`config.mk`:
```
export PLATFORM = sky130hd
export DESIGN_NAME = pps_counter
export DESIGN_NICKNAME = d
export VERILOG_FILES = /design/src/rtl/pps_counter_pkg.sv /design/src/rtl/pps_counter_sync.sv /design/src/rtl/pps_counter.sv
export SDC_FILE = /design/constraint.sdc
export NUM_CORES = 1
export LEC_CHECK = 0
export CAP_MARGIN = 25
export CELL_PAD_IN_SITES_DETAIL_PLACEMENT = 2
export CELL_PAD_IN_SITES_GLOBAL_PLACEMENT = 2
export CORE_ASPECT_RATIO = 0.8
export CORE_MARGIN = 4
export CORE_UTILIZATION = 37
export DETAILED_ROUTE_END_ITERATION = 16
export GPL_TIMING_DRIVEN = 0
export PLACE_DENSITY = 0.78
export SETUP_SLACK_MARGIN = 0.3
export SYNTH_ARGS = -nofsm -noshare
export SYNTH_HDL_FRONTEND = slang
export SYNTH_SLANG_ARGS = --single-unit
```
`constraint.sdc`:
```
create_clock -name clock -period 3.1 [get_ports clock]
set_input_delay 0.93 -clock clock [delete_from_list [all_inputs] [get_ports clock]]
set_output_delay 0.93 -clock clock [all_outputs]
set_load 0.02 [all_outputs]
```
`src/rtl/pps_counter_pkg.sv`:
```
// Shared definitions for pps_counter: FSM state encoding and parameter defaults.
package pps_counter_pkg;

    localparam int DEF_COUNT_W        = 32;
    localparam int DEF_SYNC_STAGES    = 2;
    localparam int DEF_TIMEOUT_CYCLES = 12000000;

    typedef logic [1:0] state_t;

    localparam state_t ST_IDLE  = 2'd0;
    localparam state_t ST_ARM   = 2'd1;
    localparam state_t ST_COUNT = 2'd2;

endpackage

```
`src/rtl/pps_counter_sync.sv`:
```
// pps_sync: multi-flop synchronizer for an asynchronous level, plus a one-flop rising-edge detector.
module pps_sync #(
    parameter int   STAGES  = 2,
    parameter logic RST_VAL = 1'b0
) (
    input  logic clock,
    input  logic reset_n,
    input  logic async_i,
    output logic level_o,
    output logic rise_o
);

    logic [STAGES-1:0] sync_q;
    logic              hist_q;

    // Reset value also seeds the history flop so a level held through reset is not seen as an edge.
    always_ff @(posedge clock or negedge reset_n) begin
        if (!reset_n) begin
            sync_q <= {STAGES{RST_VAL}};
            hist_q <= RST_VAL;
        end else begin
            sync_q <= {sync_q[STAGES-2:0], async_i};
            hist_q <= sync_q[STAGES-1];
        end
    end

    assign level_o = sync_q[STAGES-1];
    assign rise_o  = sync_q[STAGES-1] & ~hist_q;

endmodule

```
`src/rtl/pps_counter.sv`:
```
// pps_counter: counts clock cycles between GPS PPS rising edges and offers each period on a valid/ready port.
// Define PPS_COUNTER_TIMEOUT_EN to flag a missing PPS after TIMEOUT_CYCLES and re-arm.
module pps_counter
    import pps_counter_pkg::*;
#(
    parameter int COUNT_W        = DEF_COUNT_W,
    parameter int SYNC_STAGES    = DEF_SYNC_STAGES,
    parameter int TIMEOUT_CYCLES = DEF_TIMEOUT_CYCLES
) (
    input  logic               clock,
    input  logic               reset_n,
    input  logic               pll_locked,
    input  logic               pps_in,
    input  logic               count_ready,
    output logic               count_valid,
    output logic [COUNT_W-1:0] count_data,
    output logic               count_overrun,
    output logic               pps_timeout
);

    state_t             state_q, state_d;
    logic [COUNT_W-1:0] cnt_q, cnt_d;
    logic [COUNT_W-1:0] data_q, data_d;
    logic               valid_q, valid_d;
    logic               ovr_q, ovr_d;
    logic               pps_edge, lock, capture;
    logic               unused_pps_lvl, unused_lock_rise;

    pps_sync #(.STAGES(SYNC_STAGES), .RST_VAL(1'b1)) u_pps_sync (
        .clock   (clock),
        .reset_n (reset_n),
        .async_i (pps_in),
        .level_o (unused_pps_lvl),
        .rise_o  (pps_edge)
    );

    pps_sync #(.STAGES(SYNC_STAGES), .RST_VAL(1'b0)) u_lock_sync (
        .clock   (clock),
        .reset_n (reset_n),
        .async_i (pll_locked),
        .level_o (lock),
        .rise_o  (unused_lock_rise)
    );

`ifdef PPS_COUNTER_TIMEOUT_EN
    localparam logic [COUNT_W-1:0] TIMEOUT_VAL = COUNT_W'(TIMEOUT_CYCLES);
    logic timeout_q, timeout_d;
`else
    logic unused_timeout;
    assign unused_timeout = |TIMEOUT_CYCLES;
`endif

    always_comb begin
        state_d = state_q;
        cnt_d   = cnt_q;
        capture = 1'b0;
`ifdef PPS_COUNTER_TIMEOUT_EN
        timeout_d = pps_edge ? 1'b0 : timeout_q;
`endif
        // Losing lock abandons the period in progress; the output register is left alone.
        if (!lock) begin
            state_d = ST_IDLE;
            cnt_d   = '0;
        end else begin
            case (state_q)
                ST_IDLE: begin
                    cnt_d   = '0;
                    state_d = ST_ARM;
                end
                ST_ARM: begin
                    if (pps_edge) begin
                        cnt_d   = COUNT_W'(1);
                        state_d = ST_COUNT;
                    end
                end
                ST_COUNT: begin
                    if (pps_edge) begin
                        capture = 1'b1;
                        cnt_d   = COUNT_W'(1);
                    end
`ifdef PPS_COUNTER_TIMEOUT_EN
                    else if (cnt_q == TIMEOUT_VAL) begin
                        timeout_d = 1'b1;
                        state_d   = ST_ARM;
                        cnt_d     = '0;
                    end
`endif
                    else if (cnt_q != '1) begin
                        cnt_d = cnt_q + 1'b1;
                    end
                end
                default: state_d = ST_IDLE;
            endcase
        end
    end

    // A capture always wins; it only counts as an overrun if the old sample is not leaving this cycle.
    always_comb begin
        valid_d = valid_q;
        data_d  = data_q;
        ovr_d   = ovr_q;
        if (capture) begin
            valid_d = 1'b1;
            data_d  = cnt_q;
            ovr_d   = valid_q & ~count_ready;
        end else if (valid_q && count_ready) begin
            valid_d = 1'b0;
            ovr_d   = 1'b0;
        end
    end

    always_ff @(posedge clock or negedge reset_n) begin
        if (!reset_n) begin
            state_q <= ST_IDLE;
            cnt_q   <= '0;
            data_q  <= '0;
            valid_q <= 1'b0;
            ovr_q   <= 1'b0;
        end else begin
            state_q <= state_d;
            cnt_q   <= cnt_d;
            data_q  <= data_d;
            valid_q <= valid_d;
            ovr_q   <= ovr_d;
        end
    end

`ifdef PPS_COUNTER_TIMEOUT_EN
    always_ff @(posedge clock or negedge reset_n) begin
        if (!reset_n) timeout_q <= 1'b0;
        else          timeout_q <= timeout_d;
    end
    assign pps_timeout = timeout_q;
`else
    assign pps_timeout = 1'b0;
`endif

    assign count_valid   = valid_q;
    assign count_data    = data_q;
    assign count_overrun = ovr_q;

endmodule

```
==> qor.csv, run 1 <==
metric,value,unit
Mean Syn Cell Area,10.60,um2
"Largest stage delay, worst path",0.57,ns
Slew HR,41.36,%
WP buf/inv,2,
Worst Tran Pin Value,0.8716,ns
status,completed,
syn_nets,351,
"Setup violations, final",0,
Post-Route WL,11640,um
library cells used by synthesis,51,
peak supply drop,0.3245,mV
"Slew Viols, Final",0,
"CP delay by family, top",simple AND/OR/NAND/NOR gates,
share of cells above drive strength 1,16.92,%
First-pass DRT Iterations,4,
post-DP HPWL,8177,um
ant diodes,0,
core area,9270,um2
synthesized flop and latch total,73,
DP Worst Slack,0.2622,ns
Cells after Synth,341,
top_reg_cell synth,dfrtp_1,
fin nets,407,
CP Data Required Time,3.35,ns
die area,11430,um2
CP cell instances,ha_1 > nand3_2 > or4_4 > nor4_4 > buf_4 > or2_1 > buf_4 > o2bb2ai_1,
initial antenna violation count,0,
gr usage total,21.56,%
vias in the first global route,3426,
FP Rows,31,
Tcrit/Tclk final,85.29,%
CP Class,reg2reg,
Post-synth ARST share,100.0,%
slack of the critical path,0.4560,ns
critical path data arrival time,2.89,ns
port buffer count,38,
wire per inst,22.52,um
leading post-synthesis cells by cell area,"dfrtp_1, mux2_2, o31ai_1",
"Reg clk slew, reported paths",0.06,ns
Final Hold Vio Count,0,
worst hold path type,reg2reg,
leading area contributor after synthesis,dfrtp_1,
clock buffer depth,2,
Initial Util,39.01,%
Tmin final,2.644,ns
unrepaired setup endpoints after global routing,no,
fmax,0.3782,GHz
MaxCap Viol Count,0,
post-DR vias/cell,5.975,
Worst Skew,0.005079,ns
die width,118.5,um
Ys Warns,0,
GPL Wtd Cong,0.8621,
CTS root buf,clkbuf_16,
Pwr Total,2.083,mW
Die Height,96.42,um
CTS tree,built,
Synth Cell Area,3616,um2
share of the synthesized area in the top cell type,48.44,%
P per Cell Area,463.8,nW/um2
Crit. End Element,flop,
dpl cells,496,
Post-synth EDFFs,0,
grt total ovfl,0,
DR iter-0 viols,176,
routed vias,3089,
"Seq/Total Area, Yosys",50.62,%
area growth from synthesis to layout,24.22,%
Finished Layout Cells,517,
CTS Buf Count,9,
Top Ports,40,
post-layout util,48.45,%
clk_lat worst skew,0.34,ns
startpoint types,flop,
largest net degree at the start of global routing,56,
clock sinks,73,
wire length of the first global-routing pass,18930,um
DRC,0,
Most common cell on crit path,buf_4,
leakage power,2.009,nW
Worst path slowest cell,or4_4,
htree depth,3,
ANT nets after route,0,
crit path max fanout,10,
## logic make-up after synthesis
| logic type | share of synthesized area [%] |
|---|---|
| compound gates | 17.54 |
| other cells | 0.1037 |
| buf+inv | 3.495 |
| mux | 9.239 |
| simple gates | 17.27 |
| flops | 50.62 |
| fa+ha+maj | 1.730 |
## where the power goes
part,total (mW),switching (mW),internal (mW)
Sequential,0.973,0.00818,0.965
Combinational,0.150,0.105,0.0443
Clock,0.960,0.379,0.581
Total,2.08,0.493,1.59
## final cells by class
type / instances / area [um2]
tap: 115 / 143.9
clock inverter: 3 / 15.01
buffer: 20 / 95.09
multi-input combinational: 239 / 1663
fill: 966 / 4778
timing repair buffer: 45 / 450.4
inverter: 9 / 33.78
clock buffer: 13 / 260.3
sequential: 73 / 1831
## cell usage after synthesis, drive strengths merged (2+ instances only)
master,instances
ha,5
inv,9
buf,6
nand3,13
and4,5
o21ai,19
a31oi,6
dfrtp,70
or2,2
nor3,2
o31a,2
and3,10
nand2,27
o31ai,28
nor2,17
o22a,5
a21boi,2
dfstp,3
o41ai,3
mux2i,3
a2bb2oi,2
o2bb2ai,3
a21oi,11
or4,3
o311ai,2
nand2b,3
nand4,10
and2,7
clkbuf,14
nor4,8
a41oi,2
mux2,27
## repair_timing
| action | 4_1_cts | 5_1_grt |
|---|---|---|
| endpoints found under the setup margin | 16 | 18 |
| resized for setup | 1 | 3 |
| pin swaps | 1 | 1 |
| setup buffers | 0 | 5 |
| hold buffers | 0 | 0 |
## flip-flops by register name, indices dropped and copies added (netlist names)
signal / flops
count_valid: 1
u_pps_sync.sync_q: 2
count_data: 32
cnt_q: 32
count_overrun: 1
u_lock_sync.sync_q: 2
state_q: 2
u_pps_sync.hist_q: 1
## cell usage in the layout, fill, tap and decap left out, drive strengths merged, types with 2 or more instances in the layout
master	n
nand4	10
and4	5
a21boi	2
or2	2
buf	14
o21ai	19
nand2b	3
o22a	5
dfstp	3
o311ai	2
mux2	27
or4	3
and3	10
dfrtp	70
nor3	2
a41oi	2
clkdlybuf4s50	37
nand2	27
clkinv	3
inv	9
a21oi	11
o31a	2
o31ai	28
and2	7
clkbuf	27
o2bb2ai	3
o41ai	3
a31oi	6
a2bb2oi	2
nor4	8
nor2	17
mux2i	3
nand3	13
ha	5
## final timing paths
check,slack (ns),to,depth (start not counted),startpoint
min reg2reg,0.36,u_pps_sync.sync_q[1]$_DFF_PN1_,0,u_pps_sync.sync_q[0]$_DFF_PN1_
max reg2reg,0.46,cnt_q[16]$_DFFE_PN0P_,8,cnt_q[0]$_DFFE_PN0P_
max,0.46,cnt_q[16]$_DFFE_PN0P_,8,cnt_q[0]$_DFFE_PN0P_
min in group asynchronous,0.47,count_data[9]$_DFFE_PN0P_,1,reset_n
max in group asynchronous,2.02,u_pps_sync.hist_q$_DFF_PN1_,2,reset_n
min,0.36,u_pps_sync.sync_q[1]$_DFF_PN1_,0,u_pps_sync.sync_q[0]$_DFF_PN1_
## metal layers
metal / vias up / wire length, um / track usage [%]
li1: 1397 / - / -
met1: 1608 / 5267 / 27.01
met2: 72 / 5759 / 37.49
met3: 12 / 464 / 4.715
met4: 0 / 153 / 7.329
met5: - / 0 / 0
## stage by stage
stage	area [um2]	hold slack (ns)	setup TNS, ns
2_1_floorplan	3616	0.3312	0
3_3_place_gp	4140	0.3331	-106.90
3_5_place_dp	4173	0.3561	0
4_1_cts	4449	0.3642	0
5_1_grt	4492	0.3666	0
6_report	4492	0.3633	0
## worst register-to-register path, delay by kind of cell, from the launching register on
family	cells	cell delay (ns)
AOI/OAI and AO/OA	1	0.16
adders and majority gates	1	0.27
buffers and inverters	2	0.46
DFF	1	0.46
and+or+nand+nor	4	1.21
(Power assumes the default switching activity.)
==> inputs of run 2 (changes only) <==
--- a/config.mk
+++ b/config.mk
@@ -13,6 +13,7 @@
 export CORE_UTILIZATION = 37
 export DETAILED_ROUTE_END_ITERATION = 16
 export GPL_TIMING_DRIVEN = 0
+export HOLD_SLACK_MARGIN = 0.03
 export PLACE_DENSITY = 0.78
 export SETUP_SLACK_MARGIN = 0.3
 export SYNTH_ARGS = -nofsm -noshare
==> results of run 2 <==
The final DEF is identical to that of run 1; final timing and power are the same.
==> inputs of run 3 (changes only) <==
--- a/config.mk
+++ b/config.mk
@@ -10,12 +10,11 @@
 export CELL_PAD_IN_SITES_GLOBAL_PLACEMENT = 2
 export CORE_ASPECT_RATIO = 0.8
 export CORE_MARGIN = 4
-export CORE_UTILIZATION = 37
+export CORE_UTILIZATION = 39
 export DETAILED_ROUTE_END_ITERATION = 16
 export GPL_TIMING_DRIVEN = 0
 export HOLD_SLACK_MARGIN = 0.03
-export PLACE_DENSITY = 0.78
-export SETUP_SLACK_MARGIN = 0.3
+export PLACE_DENSITY = 0.82
 export SYNTH_ARGS = -nofsm -noshare
 export SYNTH_HDL_FRONTEND = slang
 export SYNTH_SLANG_ARGS = --single-unit
==> constraint.sdc (replaced) <==
create_clock -name clock -period 3.18 [get_ports clock]
set_input_delay 0.954 -clock clock [delete_from_list [all_inputs] [get_ports clock]]
set_output_delay 0.954 -clock clock [all_outputs]
set_load 0.02 [all_outputs]
==> run 3 against run 2 <==
  * Via count shrank 0.42%
  * Clock power shrank 4.1%
  * Die area shrank 4.7%
  * Global-route usage grew 2.2 points
  * Clock skew grew 0.0013 ns
  * Critical endpoint is now cnt_q[12]$_DFFE_PN0P_
  * Register-to-register slack lost 0.17 ns
  * Critical path depth shrank 1
==> qor.csv, run 3 (synthesis gave the netlist of run 1 again) <==
metric,value,unit,change
unrepaired setup endpoints after global routing,no,,
Finished Layout Cells,512,,-0.97%
Post-Route WL,11820,um,+1.5%
fin nets,402,,-1.2%
DP Worst Slack,0.1834,ns,-0.07880 ns
vias in the first global route,3392,,-0.99%
CTS root buf,clkbuf_16,,
worst hold path type,reg2reg,,
hold buffers post-CTS,0,,unchanged
Initial Util,40.01,%,+1.0 points
"most common cell after layout, fill and taps aside",dfrtp_1,,
crit path max fanout,10,,unchanged
Post-Route Setup TNS,0,ns,unchanged
Worst path slowest cell,nor4_4,,
grt total ovfl,0,,unchanged
First-pass DRT Iterations,4,,unchanged
CP Class,reg2reg,,
peak supply drop,0.3146,mV,-3.1%
critical path data arrival time,3.14,ns,+0.25 ns
ant diodes,0,,unchanged
leakage power,1.964,nW,-2.3%
MaxCap Viol Count,0,,unchanged
Slew HR,34.58,%,-6.8 points
Tmin final,2.892,ns,+0.2485 ns
"CP delay by family, top",simple AND/OR/NAND/NOR gates,,
CTS Buf Count,9,,unchanged
slack of the critical path,0.2875,ns,-0.1685 ns
wire per inst,23.08,um,+2.5%
post-CTS setup buffer count,0,,unchanged
"Largest stage delay, worst path",0.58,ns,about the same
clock sinks,73,,unchanged
wire length of the first global-routing pass,19620,um,+3.7%
"Setup violations, final",0,,unchanged
Crit. End Element,flop,,
clock buffer depth,2,,unchanged
htree depth,3,,unchanged
Worst Tran Pin Value,0.9782,ns,+0.1066 ns
WP buf/inv,1,,-1
GPL Wtd Cong,0.8536,,-0.99%
DRC,0,,unchanged
CP cell instances,ha_1 > nand3_2 > or4_4 > nor4_4 > or2_1 > buf_4 > o2bb2ai_1,,
Top Ports,40,,unchanged
DR iter-0 viols,152,,-14%
CTS tree,built,,
CTS resizes,0,,-1
largest net degree at the start of global routing,56,,unchanged
Pwr Total,2.019,mW,-3.1%
post-DP HPWL,8378,um,+2.5%
"Reg clk slew, reported paths",0.06,ns,about the same
gr usage total,23.76,%,+2.2 points
Final Hold Vio Count,0,,unchanged
ANT nets after route,0,,unchanged
Hold Slack,0.3492,ns,-0.01414 ns
die area,10890,um2,-4.7%
status,completed,,
die width,115.7,um,-2.4%
Tcrit/Tclk final,90.96,%,+5.7 points
fmax,0.3457,GHz,-8.6%
P per Cell Area,455.1,nW/um2,-1.9%
port buffer count,38,,unchanged
startpoint types,flop,,
Die Height,94.13,um,-2.4%
FP Rows,31,,unchanged
share of cells above drive strength 1,14.36,%,-2.6 points
core area,9037,um2,-2.5%
post-DR vias/cell,6.008,,+0.55%
"commonest non-fill, non-tap cells in the layout","dfrtp_1, clkdlybuf4s50_1, o31ai_1",,
routed vias,3076,,-0.42%
clk_lat worst skew,0.34,ns,about the same
CP Data Required Time,3.43,ns,+0.08 ns
Worst Skew,0.006422,ns,+0.001342 ns
dpl cells,495,,-0.20%
area growth from synthesis to layout,22.66,%,
"Slew Viols, Final",0,,unchanged
initial antenna violation count,0,,unchanged
==> run 3: changes by cell type in the layout (fill, tap and decap cells not counted), sizes merged <==
| cell | delta |
|---|---|
| clkbuf | +3 |
| clkinv | -2 |
| buf | -6 |
==> run 3: final cells by class <==
type | instances | area (um2)
fill | 943 | 4602
tap | 115 | 143.9
inverter | 9 | 33.78
buffer | 20 | 92.59
multi-input combinational | 239 | 1659
timing repair buffer | 40 | 412.9
clock inverter | 1 | 5.005
clock buffer | 15 | 257.7
sequential | 73 | 1831
==> run 3: report_power, final <==
group | total (mW) | switching, mW | internal (mW)
sequential | 0.949 | 0.00785 | 0.941
clock | 0.921 | 0.372 | 0.550
combinational | 0.149 | 0.106 | 0.0429
==> run 3: worst paths after layout <==
check,from,to,slack [ns],cells after the start
min in group asynchronous,reset_n,count_data[4]$_DFFE_PN0P_,0.49,1
min reg2reg,u_pps_sync.sync_q[0]$_DFF_PN1_,u_pps_sync.sync_q[1]$_DFF_PN1_,0.35,0
min,u_pps_sync.sync_q[0]$_DFF_PN1_,u_pps_sync.sync_q[1]$_DFF_PN1_,0.35,0
max in group asynchronous,reset_n,u_pps_sync.sync_q[0]$_DFF_PN1_,2.06,2
max reg2reg,cnt_q[0]$_DFFE_PN0P_,cnt_q[12]$_DFFE_PN0P_,0.29,7
max,cnt_q[0]$_DFFE_PN0P_,cnt_q[12]$_DFFE_PN0P_,0.29,7
==> run 3: per-layer routing <==
| metal | GRT usage [%] | part of all wire [%] | up-vias |
|---|---|---|---|
| met4 | 6.763 | 1.3 | 0 |
| met2 | 40.37 | 50 | 63 |
| met3 | 4.507 | 3.9 | 15 |
| li1 | - | - | 1389 |
| met1 | 30.94 | 45 | 1609 |
| met5 | 0 | 0 | - |
==> run 3: metrics by stage <==
stage                     instance area (um2)  utilization [%]
after floorplan                          3616                -
after detailed placement                 4165            46.09
after CTS                                4428            49.00
final                                    4436            49.08
after global routing                     4436            49.08
after global placement                   4140            45.81
